`config.mk`:
```
export PLATFORM = sky130hd
export DESIGN_NAME = note_glyph_reader
export DESIGN_NICKNAME = d
export VERILOG_FILES = /design/src/rtl/note_glyph_reader.sv
export SDC_FILE = /design/constraint.sdc
export NUM_CORES = 1
export LEC_CHECK = 0
export CAP_MARGIN = 15
export CORE_MARGIN = 2
export CORE_UTILIZATION = 35
export DETAILED_ROUTE_END_ITERATION = 6
export PLACE_DENSITY = 0.6
export SYNTH_ARGS = -nofsm -noshare
export SYNTH_HDL_FRONTEND = slang
export SYNTH_SLANG_ARGS = --single-unit
export TNS_END_PERCENT = 5
```
`constraint.sdc`:
```
create_clock -name clk -period 4.1 [get_ports clk]
set_input_delay 0.82 -clock clk [delete_from_list [all_inputs] [get_ports clk]]
set_output_delay 0.82 -clock clk [all_outputs]
set_load 0.02 [all_outputs]
```
`src/rtl/note_glyph_reader.sv`:
```
// Reads one row of font-ROM glyph bytes per character of a latched note word,
// assembles a full pixel row and emits it, repeating for all 8 glyph rows.
module note_glyph_reader #(
   parameter int NUM_CHARS  = 5,
   parameter int GLYPH_ROWS = 8
) (
   input  logic                     clk,
   input  logic                     reset,
   input  logic                     start,
   input  logic [9*NUM_CHARS-1:0]   note_addr,
   output logic [8:0]               rom_addr,
   input  logic [7:0]               rom_data,
   output logic [8*NUM_CHARS-1:0]   row_data,
   output logic [2:0]               row_idx,
   output logic                     row_valid,
   output logic                     busy,
   output logic                     done
);

   localparam int CW = (NUM_CHARS > 1) ? $clog2(NUM_CHARS) : 1;
   localparam logic [CW-1:0] LastChar = CW'(NUM_CHARS - 1);
   localparam logic [2:0]    LastRow  = 3'(GLYPH_ROWS - 1);

   typedef enum logic [1:0] {
      IDLE,
      ISSUE,
      LAST,
      EMIT
   } state_t;

   state_t r_state;
   state_t w_nextState;

   logic [9*NUM_CHARS-1:0] r_word;
   logic [8*NUM_CHARS-1:0] r_asm;
   logic [CW-1:0]          r_char;
   logic [2:0]             r_row;
   logic [8:0]             w_field;
   logic [8*NUM_CHARS-1:0] w_rowNext;

   always_ff @(posedge clk or posedge reset) begin
      if (reset) begin
         r_state <= IDLE;
      end else begin
         r_state <= w_nextState;
      end
   end

   always_comb begin
      w_field = '0;
      for (int k = 0; k < NUM_CHARS; k++) begin
         if (r_char == CW'(k)) begin
            w_field = r_word[9*(NUM_CHARS-1-k) +: 9];
         end
      end
   end

   // The last character's byte is still on rom_data when LAST hands the row over.
   always_comb begin
      w_rowNext = r_asm | (8*NUM_CHARS)'(rom_data);
   end

   always_comb begin
      w_nextState = r_state;
      rom_addr    = '0;
      row_valid   = 1'b0;
      done        = 1'b0;
      busy        = (r_state != IDLE);
      case (r_state)
         IDLE: begin
            if (start) begin
               w_nextState = ISSUE;
            end
         end
         ISSUE: begin
            rom_addr = (w_field & 9'h1F8) | {6'b0, r_row};
            if (r_char == LastChar) begin
               w_nextState = LAST;
            end
         end
         LAST: begin
            w_nextState = EMIT;
         end
         EMIT: begin
            row_valid = 1'b1;
            if (r_row == LastRow) begin
               done        = 1'b1;
               w_nextState = IDLE;
            end else begin
               w_nextState = ISSUE;
            end
         end
         default: begin
            w_nextState = IDLE;
         end
      endcase
   end

   always_ff @(posedge clk or posedge reset) begin
      if (reset) begin
         r_word   <= '0;
         r_asm    <= '0;
         r_char   <= '0;
         r_row    <= '0;
         row_data <= '0;
         row_idx  <= '0;
      end else begin
         case (r_state)
            IDLE: begin
               if (start) begin
                  r_word <= note_addr;
                  r_char <= '0;
                  r_row  <= '0;
               end
            end
            ISSUE: begin
               if (r_char != LastChar) begin
                  r_char <= r_char + 1'b1;
               end
               // ROM answers one cycle late, so this cycle's data belongs to char r_char-1.
               for (int k = 0; k < NUM_CHARS - 1; k++) begin
                  if (r_char == CW'(k + 1)) begin
                     r_asm[8*(NUM_CHARS-1-k) +: 8] <= rom_data;
                  end
               end
            end
            LAST: begin
               row_data <= w_rowNext;
               row_idx  <= r_row;
            end
            EMIT: begin
               if (r_row != LastRow) begin
                  r_row  <= r_row + 1'b1;
                  r_char <= '0;
               end
            end
            default: begin
            end
         endcase
      end
   end

endmodule

```
# Word level (Yosys, flattened, before mapping)

Index checks and enable logic that the tools add are counted.

Register bits after elaboration: 128
Bits of input ports: 56
Output and inout port bits: 55
Word-level logic and storage cells: 60

Add/sub/neg operators: 2
Eq/ne operators: 14
Multiplexer cells: 19
Bitwise operators: 2
Reduce and logical (&&, ||, !) cells: 13

Operators with widths:

| kind                  | number |
|---|---|
| $mux W9               | 6 |
| $or A40 B8 Y40        | 1 |
| $mux W3               | 4 |
| $reduce_and A2 Y1     | 6 |
| $or A9 B3 Y9          | 1 |
| $pmux W3 S3           | 1 |
| $ne A2 B2 Y1 const B  | 4 |
| $pmux W2 S4           | 1 |
| $add A3 B1 Y3 const B | 2 |
| $eq A3 B2 Y1 const B  | 2 |
| $eq A3 B3 Y1 const B  | 2 |
| $ne A3 B3 Y1 const B  | 2 |
| $pmux W3 S2           | 1 |
| $eq A2 B2 Y1 const B  | 2 |
| $mux W1               | 4 |
| $mux W2               | 2 |
| $reduce_and A4 Y1     | 1 |
| $reduce_bool A2 Y1    | 2 |
| $eq A3 B1 Y1 const B  | 1 |
| $logic_not A3 Y1      | 1 |
| $reduce_and A3 Y1     | 1 |
| $reduce_bool A3 Y1    | 1 |
| $eq A2 B1 Y1 const B  | 1 |
| $logic_not A2 Y1      | 1 |

# Logic depth before layout (Yosys ltp)

Gate-level depths: netlist (run 1).

Depth in word-level cells: 8
Gate-level depth with buffers: 8
Mapped depth without buffers: 6

# Worst setup path after synthesis (run 1)

No wires, ideal clock.

Path type: reg-to-output
Start: register r_char[0]
End: output rom_addr[5]
Arrival time: 1.919 ns
Required time: 3.280 ns
Setup slack: 1.361 ns
Cell stages (with the launch flop): 6
Path buffers: 1
Cell sequence: dfrtp_1 -> ha_1 -> ha_1 -> buf_2 -> nor2b_1 -> o311ai_0

Longest elaborated chain between the ends: 8
Elaborated cells on any way between the ends: 12
Those cells by class: eq/ne (4); mux (6); bitwise (1); reduce/logical (1)

RTL lines:

| item                     | RTL line | RTL |
|---|---|---|
| start: declaration       | 36       | `logic [CW-1:0] r_char;` |
| start signal: assignment | 118      | `r_char <= r_char + 1'b1;` |
| $logic_not A3 Y1         | 52       | `if (r_char == CW'(k)) begin` |
| $mux W9 (4 in a row)     | 52       |  |
| $mux W9 *                | 52       |  |
| $or A9 B3 Y9 *           | 76       | `rom_addr = (w_field & 9'h1F8) \| {6'b0, r_row};` |
| $mux W9 *                | 69       | `case (r_state)` |
| end: declaration         | 11       | `output logic [8:0] rom_addr,` |

Mark *: on every way between the ends. The rest lies on a longest branch, timed or not.

# Final worst setup path (run 1)

Start: register r_state[1]
End: output rom_addr[3]

Longest elaborated chain between the ends: 2

RTL lines:

| item                     | RTL line | RTL |
|---|---|---|
| start: declaration       | 31       | `state_t r_state;` |
| start signal: assignment | 45       | `r_state <= w_nextState;` |
| $eq A2 B1 Y1             | 69       |  |
| $mux W9                  | 69       |  |

Every way passes these cells.

==> impl_metrics.json, run 1 <==
{
  "final_cell_mix": "106 x dfrtp_1, 95 x clkdlybuf4s50_1, 90 x mux2_2, 45 x nand2_1",
  "hold_buffers": 0,
  "path_class": "flop to output pin",
  "diodes": 0,
  "relSlewSlack_pct": 33.4,
  "cts_sinks": 106,
  "synth_edf_count": 0,
  "hold_viol": 0,
  "wl_per_cell_um": 15.7,
  "avgViaCountPerCell": 4.78,
  "dp_hpwl_um": 6720,
  "cts.clk_slew.worst_paths_ns": 0.07,
  "finalInstanceArea_um2": 5970,
  "syn_area_per_cell_um2": 13.2,
  "critPathArrivalTime_ns": 2.95,
  "row_count": 41,
  "vdd_ir_drop_max_uv": 406,
  "max_clock_freq_mhz": 266,
  "nNetsFinal": 505,
  "critPathLaunch": "r_state[1]",
  "postCtsSetupBuffers": 0,
  "power_density_nw_per_um2": 781,
  "postCtsResizedCells": 0,
  "clkLatencyLatePin_ns": 0.35,
  "place.gp.congestion": 0.731,
  "grt_pass1_vias": 2957,
  "synth_cell_type_count": 33,
  "p_leak_nw": 2.51,
  "grt_max_degree": 55,
  "seq_area_frac_synth_pct": 57.6,
  "final_max_slew_viol_count": 0,
  "tns_ns": 0,
  "min_to": "r_asm[15]",
  "htree_levels": 3,
  "areaGrowthSynthToFinish_pct": 29.6,
  "start_kind": "flop",
  "min_from": "r_asm[15]",
  "yosysWarnings": 8,
  "start_util_pct": 36.2,
  "synth_area_um2": 4600,
  "cts_root_buffer": "clkbuf_16",
  "worstHoldPathCells": 2,
  "core_region_area_um2": 12700,
  "grt_overflow": 0,
  "die_h_um": 119,
  "final-setup-viol-count": 0,
  "finalCritPeriodShare_pct": 91.8,
  "required_ns": 3.28,
  "drc": 0,
  "hp-class": "flop to flop",
  "worstMarginPinSlew_ns": 0.999,
  "r2r_end": "r_char[2]",
  "port-buffer-count": 95,
  "r2r_cells": 5,
  "preCtsSetupSlack_ns": 0.708,
  "dr_total_vias": 2935,
  "ys.flop_type": "dfrtp_1",
  "drtIter0Drc": 179,
  "fp.dieArea_um2": 14100,
  "crit_fanout": 11,
  "numCtsBuffers": 9,
  "skew_ns": 0.00619,
  "synth_fp_nets": 416,
  "syn_inst": 348,
  "io_pins": 111,
  "cts_tree": "yes",
  "first_pass_iters": 4,
  "async_reset_ff_share_pct": 100,
  "placed_area_um2": 5680,
  "rrSetupSlack_ns": 2.09,
  "cts_buffer_depth": 2,
  "drv_cap": 0,
  "layout_commonest_cell": "dfrtp_1",
  "timing.hold.ws_ns": 0.470,
  "rsz0062_at_grt": "false",
  "setup.worst_path.end_class": "output pin",
  "grt_pass1_wl_um": 15400,
  "rr_startpoint": "r_state[0]",
  "grt_use_total_pct": 14.4,
  "drtAntennaViolNets": 0,
  "setup_slack_ns": 0.335,
  "final.min_clock_period_ns": 3.77,
  "routed_wl_um": 9650,
  "ys_ff_latch": 106,
  "status": "finished, final reports clean",
  "die_w_um": 119,
  "drive_above_1_share_pct": 26.2,
  "antenna_found_initial": 0,
  "fin_util_pct": 46.9
}
power breakdown:
| part | internal, mW | leakage, nW | switching [mW] |
|---|---|---|---|
| logic | 1.07 | 1.11 | 0.902 |
| registers | 1.57 | 1.26 | 0.280 |
| clock network | 0.450 | 0.136 | 0.381 |
synthesized netlist by cell type (2+ instances only):
library cell | instances | area (um^2)
o211ai_1 | 2 | 15.0
nand2_1 | 45 | 169
nor2b_1 | 9 | 56.3
and2_1 | 4 | 25.0
dfrtp_1 | 106 | 2650
buf_4 | 8 | 60.1
nand3b_1 | 6 | 45.0
a21oi_1 | 9 | 45.0
nand3_1 | 4 | 20.0
o311ai_0 | 5 | 43.8
inv_1 | 7 | 26.3
buf_6 | 2 | 22.5
mux2_2 | 90 | 1010
buf_2 | 9 | 45.0
o21ai_0 | 11 | 55.1
ha_1 | 12 | 150
a22o_1 | 3 | 26.3
metal layers:
layer | track usage (%) | up-vias | wire length [um]
li1 | - | 1380 | -
met1 | 17.7 | 1461 | 4190
met2 | 23.1 | 90 | 4660
met3 | 6.56 | 4 | 741
met4 | 3.42 | 0 | 62
met5 | 0 | - | 0
registers in the layout (all words and copies together) (netlist names):
name	cells
r_asm	32
r_char	3
r_row	3
r_state	2
r_word	30
row_data	33
row_idx	3
how the worst max path moves through the flow:
stage	end	slack, ns	cells after the start
4_1_cts	rom_addr[3]	0.30	7
3_5_place_dp	rom_addr[3]	0.71	7
3_3_place_gp	rom_addr[3]	0.77	7
5_1_grt	rom_addr[3]	0.15	7
2_1_floorplan	r_asm[10]	0.49	1
6_report	rom_addr[3]	0.33	7
kinds of logic (layout without fill, tap and decap cells):
kind of cell    count (synthesis)  after routing  share of synthesized area, %
simple gates                   81             81                          9.22
compound gates                 32             32                          4.43
buf+inv                        27            121                          3.43
flops                         106            106                          57.6
fa+ha+maj                      12             12                          3.26
mux                            90             90                          22.0
critical path: stages, from the launching register on:
cell,delay [ns]
dfrtp_1,0.41
inv_1,0.13
ha_1,0.37
nor2b_2,0.24
and2b_1,0.29
or3b_1,0.37
o311ai_1,0.11
clkdlybuf4s50_1,0.67
area by class of cell:
class | instances | area (um^2)
inverters | 7 | 28.8
repair buffers | 98 | 986
flip-flops and latches | 106 | 2650
clock buffers | 12 | 256
multi-input cells | 215 | 1790
well taps | 172 | 215
clock inverters | 4 | 32.5
fillers | 1209 | 6760
through the flow:
step | cells | power, mW
after global routing | 614 | 4.98
after floorplan | 348 | 3.11
after detailed placement | 598 | 3.87
after global placement | 598 | 3.80
after CTS | 614 | 4.73
final | 614 | 4.66
(Power assumes the default switching activity.)
==> run 2: changes to the inputs <==
==> constraint.sdc (replaced) <==
create_clock -name clk -period 4.4 [get_ports clk]
set_input_delay 0.88 -clock clk [delete_from_list [all_inputs] [get_ports clk]]
set_output_delay 0.88 -clock clk [all_outputs]
set_load 0.02 [all_outputs]
==> run 2 against run 1 <==
  * Via count is essentially flat
  * Highest routed layer unchanged
  * Total power shrank 7.2%
  * Utilization shrank 0.20 points
  * Clock-buffer cell count shrank 2
  * First-iteration DRC count increased by 7.8%
  * Critical path type unchanged
  * Sequential cell count is the same
  * Cell count fell by 0.16%
==> impl_metrics.json, run 2 (same netlist as run 1, synthesis figures left out) <==
{
  "status": "finished, final reports clean",
  "final-setup-viol-count": 0,
  "preCtsSetupSlack_ns": 0.846,
  "die_w_um": 119,
  "fin_cells": 613,
  "core_region_area_um2": 12700,
  "hp-class": "flop to flop",
  "dp_hpwl_um": 6740,
  "drc": 0,
  "final.min_clock_period_ns": 3.91,
  "internal-power_mw": 2.86,
  "wl_per_cell_um": 15.8,
  "sequentialPowerShare_pct": 39.9,
  "layout_commonest_cell": "dfrtp_1",
  "finalInstanceArea_um2": 5940,
  "areaGrowthSynthToFinish_pct": 29.1,
  "p_leak_nw": 2.50,
  "place.gp.congestion": 0.707,
  "path_class": "flop to output pin",
  "skew_ns": 0.00774,
  "die_h_um": 119,
  "postCtsResizedCells": 0,
  "row_count": 41,
  "dpl.cell_count": 598,
  "clkLatencyLatePin_ns": 0.35,
  "placed_area_um2": 5660,
  "dr_total_vias": 2933,
  "final_max_slew_viol_count": 0,
  "crit_slowest_cell": "and3_1",
  "largest_register_ff_count": 33,
  "grt_max_degree": 66,
  "combPwrFrac_pct": 42.6,
  "largest-register": "row_data",
  "postCtsSetupBuffers": 0,
  "antenna_found_initial": 0,
  "cts_tree": "yes",
  "start_kind": "flop",
  "crit_fanout": 15,
  "io_pins": 111,
  "hold_buffers": 0,
  "grt_overflow": 0,
  "worstMarginPinSlew_ns": 1.02,
  "p_clk_share_pct": 17.5,
  "fp.dieArea_um2": 14100,
  "cts_buffer_depth": 2,
  "rsz0062_at_grt": "false",
  "start_util_pct": 36.2,
  "setup.worst_path.end_class": "output pin",
  "final_cell_mix": "106 x dfrtp_1, 95 x clkdlybuf4s50_1, 90 x mux2_2, 45 x nand2_1",
  "finalCritPeriodShare_pct": 89.0,
  "htree_levels": 3,
  "critPathArrivalTime_ns": 3.03,
  "grt_pass1_vias": 3079,
  "first_pass_iters": 4,
  "nNetsFinal": 505,
  "fill_cells": 1225,
  "cpPeakStageDelay_ns": 0.75,
  "avgViaCountPerCell": 4.78,
  "vdd_ir_drop_max_uv": 307,
  "required_ns": 3.52,
  "power.switching_mw": 1.46,
  "power_density_nw_per_um2": 728,
  "drtAntennaViolNets": 0,
  "drive_above_1_share_pct": 26.3,
  "cp_cell_sequence": "inv_1 -> ha_1 -> and3_1 -> nand2_1 -> o311ai_0 -> clkdlybuf4s50_1",
  "numCtsBuffers": 9,
  "setup_slack_ns": 0.486,
  "cts_root_buffer": "clkbuf_16",
  "routed_wl_um": 9690,
  "diodes": 0,
  "relSlewSlack_pct": 32.3,
  "reg_top3": "row_data (33), r_asm (32), r_word (30)",
  "cts_sinks": 106,
  "max_clock_freq_mhz": 255,
  "grt_use_total_pct": 14.3,
  "drv_cap": 0,
  "drtIter0Drc": 193,
  "port-buffer-count": 95,
  "tns_ns": 0,
  "switching_share_pct": 33.8,
  "hold_viol": 0,
  "grt_pass1_wl_um": 15800,
  "cts.clk_slew.worst_paths_ns": 0.07
}
run 2: cell types whose count changed in the layout (fill, tap and decap cells not counted):
cell / change
buf_12: -1
buf_4: +1
clkbuf_1: -1
clkbuf_8: -1
clkinv_2: +1
run 2: final cells by class:
cell class | instances | area (um^2) | area share [%]
repair buffers | 98 | 973 | 16.4
clock buffers | 10 | 239 | 4.02
multi-input cells | 215 | 1790 | 30.2
clock inverters | 5 | 37.5 | 0.632
well taps | 172 | 215 | 3.62
flip-flops and latches | 106 | 2650 | 44.7
inverters | 7 | 28.8 | 0.484
run 2: final timing paths:
kind,startpoint,end,slack (ns),cells past startpoint
setup / recovery,r_state[1],rom_addr[5],0.49,6
hold / removal,r_asm[10],r_asm[10],0.48,2
setup reg to reg,r_state[1],r_char[1],2.26,6
hold reg to reg,r_asm[10],r_asm[10],0.48,2
max in group asynchronous,reset,row_data[27],2.53,3
min in group asynchronous,reset,row_data[15],1.05,2
run 2: critical path, delay by kind of cell, from the launching register on:
family / cells / cell delay (ns)
buffers and inverters: 2 / 0.83
flip-flops: 1 / 0.41
AO/OA/AOI/OAI: 1 / 0.16
AND/OR/NAND/NOR: 2 / 0.91
adder cells (fa/ha/maj): 1 / 0.38
run 2: through the flow:
stage / total power [mW] / hold slack (ns) / utilization [%]
after floorplan: 2.90 / 0.440 / -
after global placement: 3.54 / 0.457 / 44.5
after detailed placement: 3.61 / 0.463 / 44.5
after CTS: 4.38 / 0.481 / 46.7
after global routing: 4.61 / 0.513 / 46.7
final: 4.32 / 0.478 / 46.7
run 2: metal layers:
layer,routed length (um),GRT usage [%],up-vias
li1,-,-,1377
met1,4350,17.7,1458
met2,4640,24.1,90
met3,605,4.73,8
met4,94,3.79,0
met5,0,0,-
run 2: power groups by stage:
stage,clock network [mW],logic [mW],registers [mW]
final,0.755,1.84,1.73
after global routing,0.816,2.00,1.79
after CTS,0.777,1.87,1.73
after detailed placement,0,1.86,1.75
after global placement,0,1.81,1.73
after floorplan,0,1.03,1.87
